--- src/rtl/tts_game_pkg.sv ---
// Shared game definitions: behaviour/direction encodings, tile field slices
// and the 4-bit Manhattan distance helper. Locations are {y[3:0],x[3:0]}.
package tts_game_pkg;

   typedef enum logic [1:0] {
      ST_CONTEST = 2'b00,
      ST_RETREAT = 2'b01,
      ST_SCATTER = 2'b10,
      ST_DEAD    = 2'b11
   } behaviour_t;

   typedef enum logic [1:0] {
      DIR_UP    = 2'b00,
      DIR_RIGHT = 2'b01,
      DIR_DOWN  = 2'b10,
      DIR_LEFT  = 2'b11
   } dir_t;

   localparam int LOC_X_LSB   = 0;
   localparam int LOC_Y_LSB   = 4;
   localparam int LOC_FIELD_W = 4;

   function automatic logic [3:0] loc_x(input logic [7:0] loc);
      return loc[LOC_X_LSB +: LOC_FIELD_W];
   endfunction

   function automatic logic [3:0] loc_y(input logic [7:0] loc);
      return loc[LOC_Y_LSB +: LOC_FIELD_W];
   endfunction

   // |dx| + |dy| with 4-bit magnitudes; the 5-bit result cannot overflow.
   function automatic logic [4:0] manhattan4(input logic [7:0] a, input logic [7:0] b);
      logic [3:0] dx;
      logic [3:0] dy;
      dx = (loc_x(a) > loc_x(b)) ? loc_x(a) - loc_x(b) : loc_x(b) - loc_x(a);
      dy = (loc_y(a) > loc_y(b)) ? loc_y(a) - loc_y(b) : loc_y(b) - loc_y(a);
      return {1'b0, dx} + {1'b0, dy};
   endfunction

endpackage

--- src/rtl/dragon_target_select.sv ---
// Combinational target picker for the dragon: chase the nearer of player and
// sheep, flee to the far corner, or wander to the scatter LFSR value.
module dragon_target_select
   import tts_game_pkg::*;
(
   input  logic [1:0] state,
   input  logic [7:0] head,
   input  logic [7:0] player,
   input  logic [7:0] sheep,
   input  logic [7:0] lfsr,
   output logic [7:0] target
);

   logic [4:0] dist_player;
   logic [4:0] dist_sheep;

   assign dist_player = manhattan4(head, player);
   assign dist_sheep  = manhattan4(head, sheep);

   always_comb begin
      target = lfsr;
      case (behaviour_t'(state))
         // A tie goes to the sheep, so only a strictly closer player wins.
         ST_CONTEST: target = (dist_player < dist_sheep) ? player : sheep;
         ST_RETREAT: target = {(loc_y(player) < 4'd8) ? 4'hF : 4'h0,
                               (loc_x(player) < 4'd8) ? 4'hF : 4'h0};
         default:    target = lfsr;
      endcase
   end

endmodule

--- src/rtl/dragon_behaviour_ctrl.sv ---
// Dragon behaviour sequencer: CONTEST/RETREAT/SCATTER/DEAD FSM, body length,
// scatter LFSR and the move_req handshake. DRAGON_SPEEDUP_EN shortens the move period with length.
module dragon_behaviour_ctrl
   import tts_game_pkg::*;
#(
   parameter int         MOVE_PERIOD    = 8,
   parameter int         SCATTER_FRAMES = 120,
   parameter int         RETREAT_FRAMES = 90,
   parameter int         INIT_LENGTH    = 3,
   parameter int         MAX_LENGTH     = 8,
   parameter logic [7:0] LFSR_SEED      = 8'hA5
)
(
   input  logic       frame_clk,
   input  logic       rst,
   input  logic [7:0] player_location,
   input  logic [7:0] sheep_location,
   input  logic [7:0] dragon_head_location,
   input  logic       sheep_eaten,
   input  logic       player_hit,
   input  logic       dragon_hit,
   input  logic       move_ack,
   output logic       move_req,
   output logic [7:0] target_tile,
   output logic [1:0] behaviour_state,
   output logic [3:0] body_length,
   output logic       dragon_win,
   output logic       game_over
);

   localparam logic [5:0] PERIOD_W     = 6'(MOVE_PERIOD);
   localparam logic [3:0] INIT_LEN_W   = 4'(INIT_LENGTH);
   localparam logic [3:0] MAX_LEN_W    = 4'(MAX_LENGTH);
   localparam logic [7:0] SCATTER_LAST = 8'(SCATTER_FRAMES - 1);
   localparam logic [7:0] RETREAT_LAST = 8'(RETREAT_FRAMES - 1);

   behaviour_t state, state_next;
   logic [3:0] length, length_next;
   logic       win_next;
   logic [5:0] tick_cnt;
   logic [5:0] period;
   logic       tick_wrap;
   logic [7:0] mode_cnt;
   logic [7:0] lfsr;
   logic [7:0] sel_target;

`ifdef DRAGON_SPEEDUP_EN
   always_comb begin
      if ({2'b00, length} + 6'd2 >= PERIOD_W)
         period = 6'd2;
      else
         period = PERIOD_W - {2'b00, length};
   end
`else
   assign period = PERIOD_W;
`endif

   // >= rather than == so a period that shrinks mid-count wraps immediately.
   assign tick_wrap = (tick_cnt >= period - 6'd1);

   dragon_target_select u_target_select (
      .state  (state),
      .head   (dragon_head_location),
      .player (player_location),
      .sheep  (sheep_location),
      .lfsr   (lfsr),
      .target (sel_target)
   );

   // Event priority: dragon_hit > sheep_eaten > player_hit > arrival/timeout.
   always_comb begin
      state_next  = state;
      length_next = length;
      win_next    = 1'b0;
      if (state != ST_DEAD) begin
         if (dragon_hit && (state != ST_RETREAT)) begin
            length_next = length - 4'd1;
            state_next  = (length == 4'd1) ? ST_DEAD : ST_RETREAT;
         end else if (sheep_eaten) begin
            if (length < MAX_LEN_W)
               length_next = length + 4'd1;
            if (state == ST_CONTEST)
               state_next = ST_SCATTER;
         end else if (player_hit && (state == ST_CONTEST)) begin
            win_next   = 1'b1;
            state_next = ST_SCATTER;
         end else if ((state == ST_SCATTER) &&
                      ((dragon_head_location == target_tile) || (mode_cnt == SCATTER_LAST))) begin
            state_next = ST_CONTEST;
         end else if ((state == ST_RETREAT) &&
                      ((dragon_head_location == target_tile) || (mode_cnt == RETREAT_LAST))) begin
            state_next = ST_CONTEST;
         end
      end
   end

   always_ff @(posedge frame_clk) begin
      if (rst) begin
         state      <= ST_SCATTER;
         length     <= INIT_LEN_W;
         dragon_win <= 1'b0;
      end else begin
         state      <= state_next;
         length     <= length_next;
         dragon_win <= win_next;
      end
   end

   // Handshake: move_req rises on a tick wrap with target_tile latched alongside,
   // holds until move_ack is sampled high, then drops; ack while idle is ignored.
   always_ff @(posedge frame_clk) begin
      if (rst) begin
         tick_cnt    <= 6'd0;
         mode_cnt    <= 8'd0;
         lfsr        <= LFSR_SEED;
         move_req    <= 1'b0;
         target_tile <= LFSR_SEED;
      end else begin
         tick_cnt <= tick_wrap ? 6'd0 : tick_cnt + 6'd1;
         mode_cnt <= (state_next != state) ? 8'd0 : mode_cnt + 8'd1;
         lfsr     <= {lfsr[6:0], lfsr[7] ^ lfsr[5] ^ lfsr[4] ^ lfsr[3]};
         if (state_next == ST_DEAD) begin
            move_req <= 1'b0;
         end else if (move_req) begin
            if (move_ack)
               move_req <= 1'b0;
         end else if (tick_wrap) begin
            move_req    <= 1'b1;
            target_tile <= sel_target;
         end
      end
   end

   assign behaviour_state = state;
   assign body_length     = length;
   assign game_over       = (state == ST_DEAD);

endmodule

--- config.mk ---
export PLATFORM = sky130hd
export DESIGN_NAME = dragon_behaviour_ctrl
export DESIGN_NICKNAME = d
export VERILOG_FILES = /design/src/rtl/tts_game_pkg.sv /design/src/rtl/dragon_target_select.sv /design/src/rtl/dragon_behaviour_ctrl.sv
export SDC_FILE = /design/constraint.sdc
export NUM_CORES = 1
export LEC_CHECK = 0
export ABC_AREA = 1
export BUFFER_PORTS_ARGS = -buffer_cell sky130_fd_sc_hd__buf_2
export CAP_MARGIN = 20
export CORE_ASPECT_RATIO = 1.2
export CORE_UTILIZATION = 29
export CTS_CLUSTER_DIAMETER = 80
export DETAILED_ROUTE_END_ITERATION = 10
export PLACE_DENSITY = 0.48
export SYNTH_ARGS = -nofsm -noshare
export SYNTH_HDL_FRONTEND = slang
export SYNTH_SLANG_ARGS = --single-unit
--- constraint.sdc ---
create_clock -name frame_clk -period 4 [get_ports frame_clk]
set_input_delay 0.4 -clock frame_clk [delete_from_list [all_inputs] [get_ports frame_clk]]
set_output_delay 0.4 -clock frame_clk [all_outputs]
set_load 0.02 [all_outputs]
==> impl_metrics.toml, run 1 <==
[logic_synthesis]
synth_cells = 456
avgSynthCellArea_sq_um = 7.29
synthTopCellsByArea = "dfxtp_1 (23%), ha_1 (17%), inv_1 (9.9%), nand2_1 (8.4%), fa_1 (6.0%)"
synth_edf_count = 0
synth-seq-cells = 38
yosys_most_used_dff = "dfxtp_1"
synth-seq-area-share = 0.229
yosysTopAreaCell = "dfxtp_1"
yosysWarnings = 0
synth.top_cell.area_share = 0.229
synth-async-reset-ratio = 0
ys_types = 34
syn_area_sq_um = 3320

[sta]
fmax_mhz = 268
maxSlewHeadroom = 0.659
period_needed_ns = 3.73
slew_violations = 0
holdWs_ns = 0.381
hold_viol = 0
setup_viol = 0
skew_ns = 0.00296
fin_setup_tns_ns = 0
tightest_slew_ns = 0.511
rsz0062_at_grt = "no"
period_share = 0.933

[floorplanning]
die_w_um = 99.7
rows = 42
pin_count = 47
start_util = 0.300
dieArea_sq_um = 11900
die_h_um = 119
core-area_sq_um = 11100

[place]
gp_congestion = 0.842
port_buffers = 46
placed_area_sq_um = 3830
dp_hpwl_mm = 6.78

[clock_network]
clkLatencyLatePin_ns = 0.27
htree_levels = 2
cts_buffers = 5
cts_tree = "done"
cts_buffer_depth = 2
post-cts-setup-buffer-count = 0
clock_sinks = 38
path_clk_slew_ns = 0.05
holdBufCountCts = 0
cts_root_buffer = "clkbuf_16"

[grt]
track_usage = 0.142
antenna_found_initial = 0
grt_pass1_vias = 2992
grt_pass1_wl_mm = 13.6
grt_max_degree = 17
grt_overflow = 0

[power]
powerDensity_nw_per_um2 = 411
p_leak_uw = 0.00211
max-vdd-ir-drop_uv = 263

[worst_setup_path]
start_kind = "primary input"
crit_type = "primary input to flip-flop"
required_ns = 4.14
critPathSlowestCell = "fa_2"
cp_max_fo = 16
cp.arrival_ns = 3.87
path_cells = "buf_2, inv_1, ha_1, inv_1, fa_1, a221o_1, nand2_1, mux2_2, fa_2, nand2_1, nand2_1, a21oi_1, ha_1, nand2_1, inv_1, o21ai_0, nand3_1, buf_12, o211ai_1, nand3_1, nand3_1, nand3_1"
critPathMaxStageDelay_ns = 0.41
endpoint_kind = "flip-flop"

[drt]
wirelength_mm = 8.05
wl_per_cell_um = 12.0
num_vias = 2970
route.detailed.drc = 0
post_drt_via_cell_ratio = 4.42
drtIter0Drc = 92
ant_nets = 0
first_pass_iters = 4

[final_layout]
fin_area_sq_um = 4010
drive_above_1_share = 0.170
ff_latch_area_sq_um = 761
finalNetCount = 604
nFillCells = 1214
area_delta_synth_final_pct = 20.7
multi_input_area_sq_um = 2240
n_antenna_cell = 0

[flow_run]
drv_cap = 0

[status]
status = "finished, final reports clean"

[min_path]
hold_class = "primary input to flip-flop"
==> power by group <==
group          internal [uW]  switching [uW]
clock                    228             135
combinational            372             477
sequential               409            26.9
==> cells in the mapped netlist, types with 3 or more instances <==
library cell  count
inv_1            88
nand2_1          74
ha_1             46
nor2_1           39
dfxtp_1          38
nand3_1          38
a21oi_1          32
o21ai_0          19
xor2_1           13
fa_1             10
xnor2_1          10
o211ai_1          8
nand2_4           5
clkbuf_1          4
mux2_2            4
nand2_2           3
nor4_1            3
==> placed cells by master, fill, tap and decap left out, types with 3 or more instances in the layout <==
cell type,Yosys,final
ha_4,0,3
ha_1,46,43
nand3_1,38,38
buf_2,0,46
xnor2_1,10,10
o211ai_1,8,8
a21oi_1,32,32
fa_1,10,9
nand2_2,3,3
mux2_2,4,4
o21ai_1,0,3
nand2_4,5,5
xor2_1,13,13
clkbuf_16,0,5
inv_1,88,88
buf_4,1,13
o21ai_0,19,16
nor4_1,3,3
nor2_1,39,39
dfxtp_1,38,38
nand2_1,74,74
==> per-stage QoR <==
step	util	power, uW	std cells	setup slack, ns
after floorplan	-	992	457	0.177
after global placement	0.346	1250	665	-0.0388
after detailed placement	0.346	1270	665	-0.113
after CTS	0.358	1640	672	0.175
after global routing	0.362	1810	672	0.00671
final	0.362	1650	672	0.268
==> timing repair <==
item,in CTS,in global routing
gates resized for setup,0,8
hold endpoints to repair,0,0
endpoints found under the setup margin,0,8
==> layout make-up <==
type | instances | area share
Clock buffer | 7 | 0.0330
Inverter | 89 | 0.0839
Multi-Input combinational cell | 324 | 0.559
Sequential cell | 38 | 0.190
Tap cell | 154 | 0.0480
Timing Repair Buffer | 60 | 0.0867
==> final timing paths <==
| check | endpoint | cells after the start | slack, ns | startpoint |
|---|---|---|---|---|
| worst min-delay path | dragon_win$_SDFF_PP0_ | 2 | 0.38 | sheep_eaten |
| worst max-delay path | target_tile[7]$_SDFFE_PP1P_ | 22 | 0.27 | dragon_head_location[4] |
| worst min register to register | lfsr[7]$_SDFF_PP1_ | 2 | 0.42 | lfsr[6]$_SDFF_PP0_ |
| worst max register to register | target_tile[6]$_SDFFE_PP0P_ | 11 | 2.26 | behaviour_state[1]$_SDFF_PP1_ |
==> registers in the layout, summed over array words and instances, names as in the netlist <==
signal           flops
tick_cnt             6
body_length          4
behaviour_state      2
move_req             1
dragon_win           1
target_tile          8
mode_cnt             8
lfsr                 8
==> routing by layer <==
layer	GRT usage	wire, um	up-vias
li1	-	-	1577
met1	0.156	3400	1341
met2	0.278	4320	45
met3	0.0188	235	7
met4	0.0349	90	0
met5	0	0	-
==> cells by family (layout without fill, tap and decap cells) <==
group / after synthesis / count (layout) / synth area share
DFF: 38 / 38 / 0.229
buffers and inverters: 95 / 156 / 0.111
xor gates and xnor gates: 23 / 23 / 0.0606
other: 1 / 2 / 0.00113
AOI/OAI and AO/OA: 64 / 64 / 0.107
muxes: 6 / 6 / 0.0196
and+or+nand+nor: 173 / 173 / 0.238
adders and majority gates: 56 / 56 / 0.233
==> critical path, delay by kind of cell <==
kind | cells | cell delay [ns]
AO/OA/AOI/OAI | 4 | 0.73
adder cells (fa/ha/maj) | 4 | 1.20
buffers and inverters | 5 | 0.47
multiplexers | 1 | 0.38
AND/OR/NAND/NOR | 8 | 0.70
No activity file was read; power rests on OpenSTA's default activity.
==> run 2: changes to the inputs <==
--- a/config.mk
+++ b/config.mk
@@ -10,6 +10,7 @@
 export CAP_MARGIN = 20
 export CORE_ASPECT_RATIO = 1.2
 export CORE_UTILIZATION = 29
+export CTS_BUF_LIST = sky130_fd_sc_hd__clkbuf_8
 export CTS_CLUSTER_DIAMETER = 80
 export DETAILED_ROUTE_END_ITERATION = 10
 export PLACE_DENSITY = 0.48
==> run 2 against run 1 <==
Global-route usage up 0.099 points. Worst setup slack improved by 0.012 ns. Clock-buffer cell count decreased by 2. First-iteration DRC count decreased by 8.7%. Sequential share of layout area is 0.27 points higher. Register-to-register slack is essentially flat. Utilization fell by 0.51 points. Design area shrank 1.4%. Routed wire length hardly changed. Largest cell class unchanged.
==> impl_metrics.toml, run 2 (synthesis results as in run 1) <==
[power]
p_leak_uw = 0.00210
powerDensity_nw_per_um2 = 385
max-vdd-ir-drop_uv = 263
power_uw = 1520

[grt]
grt_overflow = 0
grt_max_degree = 17
antenna_found_initial = 0
track_usage = 0.143
grt_pass1_vias = 2988
grt_pass1_wl_mm = 13.6

[drt]
post_drt_via_cell_ratio = 4.42
first_pass_iters = 4
drtIter0Drc = 84
num_vias = 2969
wirelength_mm = 8.06
ant_nets = 0
route.detailed.drc = 0
wl_per_cell_um = 12.0

[final_layout]
area_delta_synth_final_pct = 19.0
n_antenna_cell = 0
layout_commonest_cell = "inv_1"
fin_cells = 672
finalNetCount = 604
utilization = 0.357
mostFrequentLayoutCells = "inv_1 (90), nand2_1 (74), buf_2 (46)"
top_regs = "lfsr (8), mode_cnt (8), target_tile (8)"
drive_above_1_share = 0.170

[sta]
slew_violations = 0
hold_viol = 0
fmax_mhz = 269
holdWs_ns = 0.370
period_share = 0.930
fin_setup_tns_ns = 0
setup_viol = 0
tightest_slew_ns = 0.514
period_needed_ns = 3.72
rsz0062_at_grt = "no"
skew_ns = 0.00455
maxSlewHeadroom = 0.657

[worst_setup_path]
required_ns = 4.16
critPathSlowestCell = "fa_2"
cp.arrival_ns = 3.88
crit_type = "primary input to flip-flop"
cp_max_fo = 16
endpoint_kind = "flip-flop"
critPathMaxStageDelay_ns = 0.41
start_kind = "primary input"
path_cells = "buf_2, inv_1, ha_1, inv_1, fa_1, a221o_1, nand2_1, mux2_2, fa_2, nand2_1, nand2_1, a21oi_1, ha_1, nand2_1, inv_1, o21ai_0, nand3_1, buf_12, o211ai_1, nand3_1, nand3_1, nand3_1"

[place]
port_buffers = 46
gp_congestion = 0.842
dp_hpwl_mm = 6.78
placedCellCount = 665

[clock_network]
cts_root_buffer = "clkbuf_8"
cts_tree = "done"
clkLatencyLatePin_ns = 0.29
holdBufCountCts = 0
clock_sinks = 38
cts_buffers = 5
cts_buffer_depth = 2
cts_resized = 0
post-cts-setup-buffer-count = 0
htree_levels = 2
path_clk_slew_ns = 0.07

[floorplanning]
pin_count = 47
start_util = 0.300
dieArea_sq_um = 11900
rows = 42
core-area_sq_um = 11100
die_h_um = 119
die_w_um = 99.7

[min_path]
hold_class = "primary input to flip-flop"

[flow_run]
drv_cap = 0

[status]
status = "finished, final reports clean"
-- run 2: power breakdown --
| part | internal [uW] | total (uW) | switching, uW |
|---|---|---|---|
| combinational | 372 | 850 | 478 |
| sequential | 409 | 436 | 27.1 |
| clock | 115 | 237 | 123 |
-- run 2: metal layers --
metal	track usage	wire length, um	part of all wire	up-vias
li1	-	-	-	1576
met3	0.0188	241	0.030	7
met4	0.0404	112	0.014	0
met1	0.157	3410	0.42	1343
met5	0	0	0	-
met2	0.277	4300	0.53	43
-- run 2: through the flow --
stage | area, sq um | setup slack [ns]
finish | 3960 | 0.280
global route | 3960 | 0.0234
CTS | 3910 | 0.191
detailed placement | 3830 | -0.113
global placement | 3830 | -0.0388
floorplan | 3330 | 0.177
-- run 2: path summary, 6_finish.rpt --
path | start | to | slack (ns) | cells after the start
hold / removal | sheep_eaten | dragon_win$_SDFF_PP0_ | 0.37 | 2
setup reg to reg | behaviour_state[1]$_SDFF_PP1_ | target_tile[6]$_SDFFE_PP0P_ | 2.25 | 11
hold reg to reg | lfsr[6]$_SDFF_PP0_ | lfsr[7]$_SDFF_PP1_ | 0.42 | 2
setup / recovery | dragon_head_location[4] | target_tile[7]$_SDFFE_PP1P_ | 0.28 | 22
-- run 2: worst max-delay path: cells and delay by family --
kind | cells | cell delay (ns)
mux | 1 | 0.38
fa+ha+maj | 4 | 1.20
buf+inv | 5 | 0.47
simple gates | 8 | 0.70
compound gates | 4 | 0.74
-- run 2: final cells by class --
class	count	area, sq um
Fill cell	1221	7130
Multi-Input combinational cell	324	2240
Timing Repair Buffer	60	348
Clock buffer	5	68.8
Tap cell	154	193
Inverter	89	337
Sequential cell	38	761
Clock inverter	2	7.51
==> run 3: changes to the inputs <==
--- a/config.mk
+++ b/config.mk
@@ -8,7 +8,7 @@
 export ABC_AREA = 1
 export BUFFER_PORTS_ARGS = -buffer_cell sky130_fd_sc_hd__buf_2
 export CAP_MARGIN = 20
-export CORE_ASPECT_RATIO = 1.2
+export CORE_ASPECT_RATIO = 0.7
 export CORE_UTILIZATION = 29
 export CTS_BUF_LIST = sky130_fd_sc_hd__clkbuf_8
 export CTS_CLUSTER_DIAMETER = 80
==> run 3 against run 2 <==
Critical path depth decreased by 2. Maximum frequency is 0.68% lower. Sequential share of layout area barely moved. Critical path type unchanged. Design area about the same. Sequential power about the same. Total power up 3.1%.
==> impl_metrics.toml, run 3 (synthesis results as in run 1) <==
[clock_network]
cts_buffer_depth = 2
cts_tree = "done"
clock_sinks = 38
post-cts-setup-buffer-count = 0
cts_root_buffer = "clkbuf_8"
clkLatencyLatePin_ns = 0.28
holdBufCountCts = 0
path_clk_slew_ns = 0.08
htree_levels = 2
cts_buffers = 5

[final_layout]
mostFrequentLayoutCells = "inv_1 (89), nand2_1 (73), buf_2 (46)"
ff_latch_area_sq_um = 761
multi_input_area_sq_um = 2240
finalNetCount = 603
area_delta_synth_final_pct = 19.0
n_antenna_cell = 0
drive_above_1_share = 0.176
nFillCells = 1216
top_regs = "lfsr (8), mode_cnt (8), target_tile (8)"
layout_commonest_cell = "inv_1"

[power]
power_uw = 1570
switchingPower_uw = 658
p_seq_frac = 0.277
swShare = 0.419
max-vdd-ir-drop_uv = 220
powerDensity_nw_per_um2 = 397
pwr-share-comb = 0.552
pwr-share-clk = 0.170
p_int_uw = 913
p_leak_uw = 0.00210

[worst_setup_path]
endpoint_kind = "flip-flop"
cp_max_fo = 16
crit_start = "dragon_head_location[4]"
crit_type = "primary input to flip-flop"
start_kind = "primary input"
cp.arrival_ns = 3.93
required_ns = 4.18
crit-reg2reg-launch = "behaviour_state[1]$_SDFF_PP1_"

[drt]
first_pass_iters = 4
drtIter0Drc = 143
route.detailed.drc = 0
ant_nets = 0
wl_per_cell_um = 12.2
num_vias = 2931
post_drt_via_cell_ratio = 4.37
wirelength_mm = 8.21

[sta]
slew_violations = 0
setup_viol = 0
period_share = 0.936
fin_setup_tns_ns = 0
skew_ns = 0.00496
fmax_mhz = 267
period_needed_ns = 3.75
hold_viol = 0
tightest_slew_ns = 0.536
maxSlewHeadroom = 0.642

[place]
port_buffers = 46
gp_congestion = 0.831
dp_hpwl_mm = 6.80

[grt]
antenna_found_initial = 0
grt_pass1_vias = 2854
grt_max_degree = 17
grt_pass1_wl_mm = 13.8
track_usage = 0.148
grt_overflow = 0

[flow_run]
drv_cap = 0

[floorplanning]
start_util = 0.300
rows = 32
dieArea_sq_um = 11900
die_h_um = 91.6
core-area_sq_um = 11100
pin_count = 47
die_w_um = 130

[status]
status = "finished, final reports clean"

[min_path]
min-delay-start = "sheep_eaten"
hold_class = "primary input to flip-flop"
==> run 3: per-stage QoR <==
step | hold slack, ns | instances | util | setup WS, ns | area, sq um
after CTS | 0.352 | 671 | 0.353 | 0.109 | 3920
after global routing | 0.357 | 671 | 0.357 | -0.0407 | 3960
after detailed placement | 0.409 | 663 | 0.345 | -0.193 | 3830
after floorplan | 0.391 | 457 | - | 0.177 | 3330
after global placement | 0.401 | 663 | 0.345 | -0.0588 | 3830
final | 0.365 | 671 | 0.357 | 0.254 | 3960
==> run 3: what timing repair did <==
action	4_1_cts	5_1_grt
endpoints found under the hold margin	0	0
gates resized for setup	0	10
endpoints found under the setup margin	0	8
==> run 3: power by group through the flow <==
stage                     Sequential [uW]  Combinational, uW  Clock, uW
final                                 436                868        268
after global routing                  441                981        302
after CTS                             436                843        280
after detailed placement              444                836          0
after global placement                445                809          0
after floorplan                       463                529          0
==> run 3: critical path: stages <==
cell and delay [ns]:
buf_2 0.11, inv_1 0.09, ha_1 0.15, inv_1 0.06
fa_1 0.38, a221o_1 0.36, nand2_2 0.09, mux2_2 0.37
fa_2 0.40, xnor2_1 0.19, ha_1 0.27, nand2_1 0.06
inv_1 0.04, o21ai_0 0.19, nand3_2 0.13, buf_12 0.17
o211ai_1 0.15, o211ai_1 0.10, nor2_1 0.13, nor2_1 0.06
==> run 3: path summary, 6_finish.rpt <==
kind	cells after the start	slack, ns	endpoint
max	20	0.25	target_tile[3]$_SDFFE_PP0P_
min	2	0.36	dragon_win$_SDFF_PP0_
max reg2reg	11	2.19	target_tile[4]$_SDFFE_PP0P_
min reg2reg	2	0.42	lfsr[7]$_SDFF_PP1_
==> run 3: final cells by class <==
cell class	count	area share
multi-input combinational	324	0.565
sequential	38	0.192
clock inverter	2	0.00221
timing repair buffer	59	0.0860
inverter	89	0.0851
clock buffer	6	0.0209
tap	153	0.0484
==> run 3: routing by layer <==
metal / vias to the layer above / GRT usage / part of all wire
met2: 39 / 0.205 / 0.39
met3: 2 / 0.0242 / 0.038
met1: 1318 / 0.238 / 0.57
met5: - / 0 / 0
met4: 0 / 0.0174 / 0.0035
li1: 1572 / - / -
